[src/rtl/styler_pkg.sv]
// Shared types and constants for the scanline styler sequencer.
// No logic; latency and backpressure are defined by the users of these types.
package styler_pkg;

  typedef enum logic [1:0] {
    IDLE  = 2'd0,
    FETCH = 2'd1,
    STYLE = 2'd2,
    OUT   = 2'd3
  } state_t;

  localparam logic [5:0] CTRL_RST = 6'h3C;
  localparam int         ATTR_W   = 25;

endpackage

[src/rtl/styler_sequencer_if.sv]
// Font-fetch req/ack and styled-row valid/ready bundle between the sequencer and its neighbours.
// Font side holds req until ack; row side holds valid and data until ready.
interface styler_sequencer_if #(
  parameter int CODE_W = 8
);

  logic              font_req;
  logic [CODE_W+3:0] font_addr;
  logic              font_ack;
  logic [15:0]       font_data;
  logic              out_valid;
  logic [3:0]        out_row;
  logic [15:0]       out_data;
  logic              out_ready;

  modport master (
    output font_req, font_addr, out_valid, out_row, out_data,
    input  font_ack, font_data, out_ready
  );

  modport slave (
    input  font_req, font_addr, out_valid, out_row, out_data,
    output font_ack, font_data, out_ready
  );

endinterface

[src/rtl/styler_phase_gen.sv]
// Frame counter and faint/blink/cursor phases; phases follow the counter with no added delay.
// Counter advances on every frame tick regardless of sequencer state; no backpressure.
module styler_phase_gen #(
  parameter int BLINK_BIT  = 4,
  parameter int CURSOR_BIT = 5
) (
  input  logic clk,
  input  logic rst_n,
  input  logic i_frame_tick,
  input  logic i_scan_lsb,
  output logic o_faint,
  output logic o_blink,
  output logic o_cursor
);

  logic [7:0] r_frame_cnt;

  always_ff @(posedge clk or negedge rst_n) begin
    if (!rst_n) begin
      r_frame_cnt <= '0;
    end else if (i_frame_tick) begin
      r_frame_cnt <= r_frame_cnt + 8'd1;
    end
  end

  // Faint alternates by frame and by scanline so it dithers on both axes.
  assign o_faint  = r_frame_cnt[0] ^ i_scan_lsb;
  assign o_blink  = r_frame_cnt[BLINK_BIT];
  assign o_cursor = r_frame_cnt[CURSOR_BIT];

endmodule

[src/rtl/styler_sequencer.sv]
// Walks one character cell through the styler row by row: fetch, style, hand off; 3 cycles/row unstalled.
// Font waits stretch FETCH; out_ready low holds the row in OUT and stops the next fetch.
module styler_sequencer
  import styler_pkg::*;
#(
  parameter int ROWS       = 16,
  parameter int CODE_W     = 8,
  parameter int BLINK_BIT  = 4,
  parameter int CURSOR_BIT = 5
) (
  input  logic               clk,
  input  logic               rst_n,
  input  logic               i_frame_tick,
  input  logic               i_start,
  input  logic [CODE_W-1:0]  i_code,
  input  logic [ATTR_W-1:0]  i_attr_in,
  input  logic [5:0]         i_ctrl_in,
  output logic               o_busy,
  output logic               o_done,
  output logic [3:0]         o_sty_scanline,
  output logic [15:0]        o_sty_bitmap,
  output logic [ATTR_W-1:0]  o_sty_attr,
  output logic [5:0]         o_sty_ctrl,
  output logic               o_sty_faint,
  output logic               o_sty_blink,
  output logic               o_sty_cursor,
  input  logic [3:0]         i_sty_scanline_out,
  input  logic [15:0]        i_sty_bitmap_out,
  styler_sequencer_if.master bus
);

  localparam logic [3:0] LAST_ROW = 4'(ROWS - 1);

  state_t             r_state;
  state_t             w_state_nxt;
  logic [CODE_W-1:0]  r_code;
  logic [ATTR_W-1:0]  r_attr;
  logic [5:0]         r_ctrl;
  logic [3:0]         r_scanline;
  logic [15:0]        r_bitmap;
  logic [15:0]        r_out_data;
  logic [3:0]         r_out_row;
  logic               w_font_hs;
  logic               w_out_hs;
  logic               w_last;

  assign w_font_hs = (r_state == FETCH) && bus.font_ack;
  assign w_out_hs  = (r_state == OUT) && bus.out_ready;
  assign w_last    = (r_scanline == LAST_ROW);

  always_ff @(posedge clk or negedge rst_n) begin
    if (!rst_n) begin
      r_state <= IDLE;
    end else begin
      r_state <= w_state_nxt;
    end
  end

  always_comb begin
    w_state_nxt = r_state;
    case (r_state)
      IDLE:    if (i_start) w_state_nxt = FETCH;
      FETCH:   if (bus.font_ack) w_state_nxt = STYLE;
      STYLE:   w_state_nxt = OUT;
      OUT:     if (bus.out_ready) w_state_nxt = w_last ? IDLE : FETCH;
      default: w_state_nxt = IDLE;
    endcase
  end

  always_ff @(posedge clk or negedge rst_n) begin
    if (!rst_n) begin
      r_code     <= '0;
      r_attr     <= '0;
      r_ctrl     <= CTRL_RST;
      r_scanline <= '0;
      r_bitmap   <= '0;
      r_out_data <= '0;
      r_out_row  <= '0;
    end else begin
      if ((r_state == IDLE) && i_start) begin
        r_code     <= i_code;
        r_attr     <= i_attr_in;
        r_ctrl     <= i_ctrl_in;
        r_scanline <= '0;
      end
      if (w_font_hs) begin
        r_bitmap <= bus.font_data;
      end
      // Styler is combinational; its result is sampled at the end of the STYLE cycle.
      if (r_state == STYLE) begin
        r_out_data <= i_sty_bitmap_out;
        r_out_row  <= i_sty_scanline_out;
      end
      if (w_out_hs && !w_last) begin
        r_scanline <= r_scanline + 4'd1;
      end
    end
  end

  styler_phase_gen #(
    .BLINK_BIT  (BLINK_BIT),
    .CURSOR_BIT (CURSOR_BIT)
  ) u_phase (
    .clk          (clk),
    .rst_n        (rst_n),
    .i_frame_tick (i_frame_tick),
    .i_scan_lsb   (r_scanline[0]),
    .o_faint      (o_sty_faint),
    .o_blink      (o_sty_blink),
    .o_cursor     (o_sty_cursor)
  );

  assign o_busy         = (r_state != IDLE);
  assign o_done         = w_out_hs && w_last;
  assign o_sty_scanline = r_scanline;
  assign o_sty_bitmap   = r_bitmap;
  assign o_sty_attr     = r_attr;
  assign o_sty_ctrl     = r_ctrl;

  assign bus.font_req   = (r_state == FETCH);
  assign bus.font_addr  = {r_code, r_scanline};
  assign bus.out_valid  = (r_state == OUT);
  assign bus.out_row    = r_out_row;
  assign bus.out_data   = r_out_data;

endmodule

[src/flat_wrapper.sv]
// flat-port wrapper written by rule: the top's interface ports become plain ports
module styler_sequencer_flat import styler_pkg::*;
#(
  parameter int ROWS       = 16,
  parameter int CODE_W     = 8,
  parameter int BLINK_BIT  = 4,
  parameter int CURSOR_BIT = 5
)
  (clk, rst_n, i_frame_tick, i_start, i_code, i_attr_in, i_ctrl_in, o_busy, o_done, o_sty_scanline, o_sty_bitmap, o_sty_attr, o_sty_ctrl, o_sty_faint, o_sty_blink, o_sty_cursor, i_sty_scanline_out, i_sty_bitmap_out, bus_font_req, bus_font_addr, bus_out_valid, bus_out_row, bus_out_data, bus_font_ack, bus_font_data, bus_out_ready);
  styler_sequencer_if #(.CODE_W(CODE_W)) bus_i ();
  input  logic clk;
  input  logic rst_n;
  input  logic i_frame_tick;
  input  logic i_start;
  input  logic [CODE_W-1:0] i_code;
  input  logic [ATTR_W-1:0] i_attr_in;
  input  logic [5:0] i_ctrl_in;
  output logic o_busy;
  output logic o_done;
  output logic [3:0] o_sty_scanline;
  output logic [15:0] o_sty_bitmap;
  output logic [ATTR_W-1:0] o_sty_attr;
  output logic [5:0] o_sty_ctrl;
  output logic o_sty_faint;
  output logic o_sty_blink;
  output logic o_sty_cursor;
  input  logic [3:0] i_sty_scanline_out;
  input  logic [15:0] i_sty_bitmap_out;
  output wire logic [$bits(bus_i.font_req)-1:0] bus_font_req;
  output wire logic [$bits(bus_i.font_addr)-1:0] bus_font_addr;
  output wire logic [$bits(bus_i.out_valid)-1:0] bus_out_valid;
  output wire logic [$bits(bus_i.out_row)-1:0] bus_out_row;
  output wire logic [$bits(bus_i.out_data)-1:0] bus_out_data;
  input wire logic [$bits(bus_i.font_ack)-1:0] bus_font_ack;
  input wire logic [$bits(bus_i.font_data)-1:0] bus_font_data;
  input wire logic [$bits(bus_i.out_ready)-1:0] bus_out_ready;
  assign bus_font_req = bus_i.font_req;
  assign bus_font_addr = bus_i.font_addr;
  assign bus_out_valid = bus_i.out_valid;
  assign bus_out_row = bus_i.out_row;
  assign bus_out_data = bus_i.out_data;
  assign bus_i.font_ack = bus_font_ack;
  assign bus_i.font_data = bus_font_data;
  assign bus_i.out_ready = bus_out_ready;
  styler_sequencer #(.ROWS(ROWS), .CODE_W(CODE_W), .BLINK_BIT(BLINK_BIT), .CURSOR_BIT(CURSOR_BIT)) u_core (.clk(clk), .rst_n(rst_n), .i_frame_tick(i_frame_tick), .i_start(i_start), .i_code(i_code), .i_attr_in(i_attr_in), .i_ctrl_in(i_ctrl_in), .o_busy(o_busy), .o_done(o_done), .o_sty_scanline(o_sty_scanline), .o_sty_bitmap(o_sty_bitmap), .o_sty_attr(o_sty_attr), .o_sty_ctrl(o_sty_ctrl), .o_sty_faint(o_sty_faint), .o_sty_blink(o_sty_blink), .o_sty_cursor(o_sty_cursor), .i_sty_scanline_out(i_sty_scanline_out), .i_sty_bitmap_out(i_sty_bitmap_out), .bus(bus_i));
endmodule
[config.mk]
export PLATFORM = sky130hd
export DESIGN_NAME = styler_sequencer_flat
export DESIGN_NICKNAME = d
export VERILOG_FILES = /design/src/rtl/styler_pkg.sv /design/src/rtl/styler_sequencer_if.sv /design/src/rtl/styler_phase_gen.sv /design/src/rtl/styler_sequencer.sv /design/src/flat_wrapper.sv
export SDC_FILE = /design/constraint.sdc
export NUM_CORES = 1
export LEC_CHECK = 0
export BUFFER_PORTS_ARGS = -buffer_cell sky130_fd_sc_hd__buf_2
export CORE_UTILIZATION = 41
export CTS_CLUSTER_DIAMETER = 40
export CTS_CLUSTER_SIZE = 30
export DETAILED_ROUTE_END_ITERATION = 8
export PLACE_DENSITY = 0.77
export REMOVE_ABC_BUFFERS = 1
export SLEW_MARGIN = 5
export SYNTH_ARGS = -nofsm -noshare
export SYNTH_HDL_FRONTEND = slang
export SYNTH_SLANG_ARGS = --single-unit
[constraint.sdc]
create_clock -name clk -period 1.42 [get_ports clk]
set_clock_uncertainty 0.05 [all_clocks]
set_input_delay 0.071 -clock clk [delete_from_list [all_inputs] [get_ports clk]]
set_output_delay 0.071 -clock clk [all_outputs]
set_load 0.02 [all_outputs]
After elaboration in Yosys (flattened, before gate mapping)
Cells that the tools add are included.
{"block": "classes", "addsub": 2, "eq_ne": 7, "n_mux": 7, "n_bitwise": 1, "reduce_logical": 10}
{"cell": "adder 8 x 1 -> 8 bit, second input constant", "n": 1}
{"cell": "2-to-1 mux 4 bit", "n": 2}
{"cell": "case mux 2 bit (4 select lines)", "n": 1}
{"cell": "2-to-1 mux 2 bit", "n": 3}
{"cell": "logical AND 1 bit", "n": 5}
{"cell": "adder 4 x 1 -> 4 bit, second input constant", "n": 1}
{"cell": "equality test 2 bit, second input constant", "n": 2}
{"cell": "equality test 4 bit, second input constant", "n": 1}
{"cell": "!= test 2 x 1 -> 1 bit, second input constant", "n": 2}
{"cell": "nonzero test 2 bit", "n": 2}
{"cell": "AND reduction 3 bit", "n": 1}
{"cell": "equality test 2 x 1 -> 1 bit, second input constant", "n": 1}
{"cell": "logical NOT 2 bit", "n": 1}
{"cell": "!= test 2 bit, second input constant", "n": 1}
{"cell": "logical NOT 1 bit", "n": 1}
{"cell": "2-to-1 mux 1 bit", "n": 1}
{"cell": "XOR 1 bit", "n": 1}
{"block": "word_totals", "reg_bits": 89, "in_bits": 81, "wordCells": 36}

Depth between registers and ports, before layout
{"block": "logic_depth", "depth_word": 4, "mapped_depth": 6}

Cells and area by module
A second synthesis with hierarchy kept.
{"block": "hier_totals", "hier_cells": 224, "hier_area_um2": 3483.3}
{"mod": "styler_sequencer", "n_inst": 1, "cells_each": 205, "area_per_inst_um2": 3224.3, "seq_area_each_um2": 2031.9}
{"mod": "styler_phase_gen", "n_inst": 1, "cells_each": 19, "area_per_inst_um2": 259.0, "seq_area_each_um2": 150.1}

Worst setup path after synthesis
Ideal clock, no wire load.
{"block": "synth_path", "kind": "reg2reg", "start": "register u_core.r_state[0]", "end": "register u_core.r_state[1]", "arrival_ps": 1431, "required_ps": 1242, "slack_ps": -189, "stages_incl_launch_ff": 5, "period_less_slack_ps": 1609, "path_cell_list": "dfrtp_1 ha_1 and2b_4 nor3_2 mux2_1"}
{"block": "synth_between", "elab_chain_len": 3, "elab_cells_between_ends": 9}
{"element": "start: declaration", "line_no": "styler_sequencer.sv:34", "rtl": "state_t r_state;"}
{"element": "start signal: assignment", "line_no": "styler_sequencer.sv:55", "rtl": "r_state <= w_state_nxt;"}
{"element": "equality test 2 bit *"}
{"element": "net bus_out_valid", "line_no": "flat_wrapper.sv:31", "rtl": "output wire logic [$bits(bus_i.out_valid)-1:0] bus_out_valid;"}
{"element": "!= test 2 x 1 -> 1 bit (no line)"}
{"element": "AND reduction 3 bit (no line)"}
Mark *: on every way through the listed nets, which the timed path passes. The rest lies on a longest branch.
A chain may end at the register's enable or synchronous reset.

Final worst setup path
{"block": "layout_path", "start": "register u_core.r_state[1]", "end": "register u_core.r_state[1]"}
{"block": "layout_between", "elab_chain_len": 3, "elab_cells_between_ends": 9}
{"element": "equality test 2 bit (tied with other cells)", "line_no": "styler_sequencer.sv:61", "rtl": "case (r_state)"}
{"element": "!= test 2 x 1 -> 1 bit (no line) / != test 2 bit (equally long branches)"}
{"element": "AND reduction 3 bit (no line)"}
Several ways; a longest one is shown, not always the timed one.

==> impl_metrics.csv <==
group,metric,value,unit
finish,n_antenna_cell,0,
finish,area_delta_synth_final,71.17,%
yosys,synth_edf_count,0,
worst_setup_path,r2r_cells,4,
yosys,synth.most_common_cell,"dfrtp_1",
detailed_routing,final_antenna_net_count,0,
timing,relSlewSlack,67.87,%
die,die_w,94.82,um
cts,cts_sinks,87,
yosys,synth-seq-area-share,61.78,%
worst_setup_path,cp_slowest_cell,"dfrtp_1",
yosys,synth.avg_cell_area,15.91,um2
detailed_routing,wl_per_cell,15.40,um
cts,clock_latency,0.34,ns
yosys,synth_cell_types,33,
global_routing,grt_pass1_vias,2984,
timing,hold_viol,0,
timing,setup_slack,-0.1286,ns
yosys,synthesis.instances,222,
timing,max_freq,645.7,MHz
die,die_area,0.008990,mm2
worst_hold_path,hold_path_class,"in -> reg",
finish,multi_input_area,0.001501,mm2
worst_setup_path,crit_arrival,1.73,ns
detailed_routing,drc_errors,0,
power,power.leakage,3.006,nW
placement,post-dp-hpwl,5.222,mm
cts,cts_made_buffers,9,
die,fp.dieH,94.82,um
yosys,synth_flop_cell,"dfrtp_1",
global_routing,grt_max_degree,88,
timing,setup_viol,69,
finish,fillers,564,
yosys,synthTopCellsByCount,"dfrtp_1 (83), mux2_2 (74), ha_1 (7)",
yosys,yosysWarnings,0,
worst_setup_path,critPathMaxStageDelay,0.43,ns
global_routing,grt_first_pass_wirelength,13.74,mm
run_status,status,"complete, but fails checks",
finish,seq_area,0.002182,mm2
cts,clk_pin_slew,0.08,ns
detailed_routing,dr.pass1.iters,3,
timing,slew_viol_final,0,
placement,gp_congestion,0.7572,
timing,final.period_utilization,109.1,%
global_routing,overflow,0,
power,power,13.71,mW
yosys,synth_area_leader_cell,"dfrtp_1",
cts,clock_path_buffers,2,
detailed_routing,via_per_inst,4.668,
placement,pre_cts_ws,-0.1774,ns
die,row_count,33,
worst_setup_path,crit_path_start_kind,"flop",
worst_setup_path,critical_path_class,"reg -> reg",
run_status,failed_checks,"setup timing",
yosys,synth_top_area_share,58.80,%
die,core_area,0.008258,mm2
finish,nNetsFinal,587,
yosys,ys_ff_latch,87,
die,pin_count,171,
cts,h-tree-depth,3,
cts,root_buffer,"clkbuf_8",
placement,io_buffers,170,
cts,cts_tree,"yes",
timing,period_minus_slack,1.549,ns
global_routing,antenna_found_initial,0,
timing,tightest_slew,0.4820,ns
worst_setup_path,path_cells,"ha_2 -> and2b_4 -> nor3_4 -> mux2_1",
yosys,yosys-top-cells-area,"dfrtp_1 (59%), mux2_2 (24%), dfstp_2 (3.0%)",
worst_hold_path,hold_depth,3,
timing,rsz0062_at_grt,"yes",
detailed_routing,dr_total_vias,2838,
flow_run,cap_viol_max_count,0,
yosys,synth-async-reset-ratio,100.0,%
worst_setup_path,path_max_fanout,4,
global_routing,grt_usage,20.27,%
power,irDropWorstVdd,1.239,mV
finish,drive_gt1_share,62.23,%
finish,final_cells,608,
worst_setup_path,end_kind,"flop",
die,start_util,42.77,%
detailed_routing,wirelength,9.361,mm
worst_setup_path,cp.required,1.60,ns
detailed_routing,drtIter0Drc,17,
placement,place_inst,504,
power,power-per-cell-area,2267,mW/mm2
yosys,syn-cell-area,0.003532,mm2
-- path summary, 6_finish.rpt --
kind,slack [ns],startpoint,end
setup / recovery,-0.13,u_core.r_state[1],u_core.r_state[1]
hold / removal,0.04,i_start,u_core.o_sty_scanline[2]
setup reg to reg,-0.13,u_core.r_state[1],u_core.r_state[1]
hold reg to reg,0.41,u_core.u_phase.r_frame_cnt[5],u_core.u_phase.r_frame_cnt[5]
max in group asynchronous,0.68,rst_n,u_core.o_sty_ctrl[3]
min in group asynchronous,0.23,rst_n,u_core.u_phase.r_frame_cnt[2]
-- worst max-delay path, delay by kind of cell (launching register included) --
family        cells  cell delay (ns)
flops             1             0.43
simple gates      2             0.39
mux               1             0.33
fa+ha+maj         1             0.22
-- cell usage in the layout (no fill, tap or decap), drive strengths merged, types with 3 or more instances in the layout --
cell / synthesis / final
clkbuf: 2 / 12
dlygate4sd3: 0 / 78
nor2: 3 / 3
dfstp: 4 / 4
buf: 10 / 198
nand2: 6 / 6
ha: 7 / 7
xor2: 3 / 3
mux2: 78 / 78
xnor2: 4 / 4
dfrtp: 83 / 83
inv: 4 / 4
-- routing by layer --
layer  vias up  share of wire (%)  GRT usage (%)
li1       1322                  -              -
met1      1396                 40          22.78
met2       107                 53          36.87
met3        13                5.4          5.797
met4         0                1.3          6.187
met5         -                  0              0
-- per-stage QoR --
stage               setup TNS [ns]  instance area (um2)  utilization (%)  hold WS, ns
floorplan                   -21.10                 3423                -      -0.2746
global placement            -5.125                 4601            55.71      0.09217
detailed placement          -8.624                 4601            55.71      0.09945
CTS                         -5.631                 5827            70.56      0.01369
global route                -8.410                 6046            73.21      0.02897
finish                      -4.807                 6046            73.21      0.03580
-- where the power goes --
part / total (mW) / switching, mW / leakage (nW) / internal, mW
logic: 7.32 / 3.60 / 1.88 / 3.71
clock network: 1.84 / 0.857 / 0.0986 / 0.985
registers: 4.55 / 0.763 / 1.03 / 3.79
total: 13.7 / 5.22 / 3.01 / 8.48
-- registers in the layout, summed over array words and instances (netlist names) --
register and cells:
u_core.bus.out_data 16, u_core.bus.out_row 4, u_core.o_sty_attr 25, u_core.o_sty_bitmap 16, u_core.o_sty_ctrl 6, u_core.o_sty_scanline 4, u_core.r_code 8, u_core.r_state 2
u_core.u_phase.r_frame_cnt 6
-- timing repair --
action | CTS | global route
gates resized for setup | 35 | 46
cloned | 2 | 2
setup endpoints to repair | 82 | 84
buffers inserted | 6 | 5
endpoints found under the hold margin | 163 | 0
hold buffers | 78 | 0
pin swaps | 5 | 5
-- layout make-up --
type / count / area share (%)
Timing Repair Buffer: 278 / 33.15
Tap cell: 105 / 2.173
Clock inverter: 5 / 1.387
Clock buffer: 10 / 2.111
Multi-Input combinational cell: 119 / 24.83
Inverter: 4 / 0.2483
Sequential cell: 87 / 36.09
-- logic make-up after synthesis --
kind of cell	after synthesis	share of synthesized area, %
AND/OR/NAND/NOR	21	3.896
buffers and inverters	16	3.507
XOR/XNOR	7	1.736
AO/OA/AOI/OAI	5	1.240
adder cells (fa/ha/maj)	7	2.480
multiplexers	79	25.36
flip-flops	87	61.78
Power figures use the tool's default switching activity.
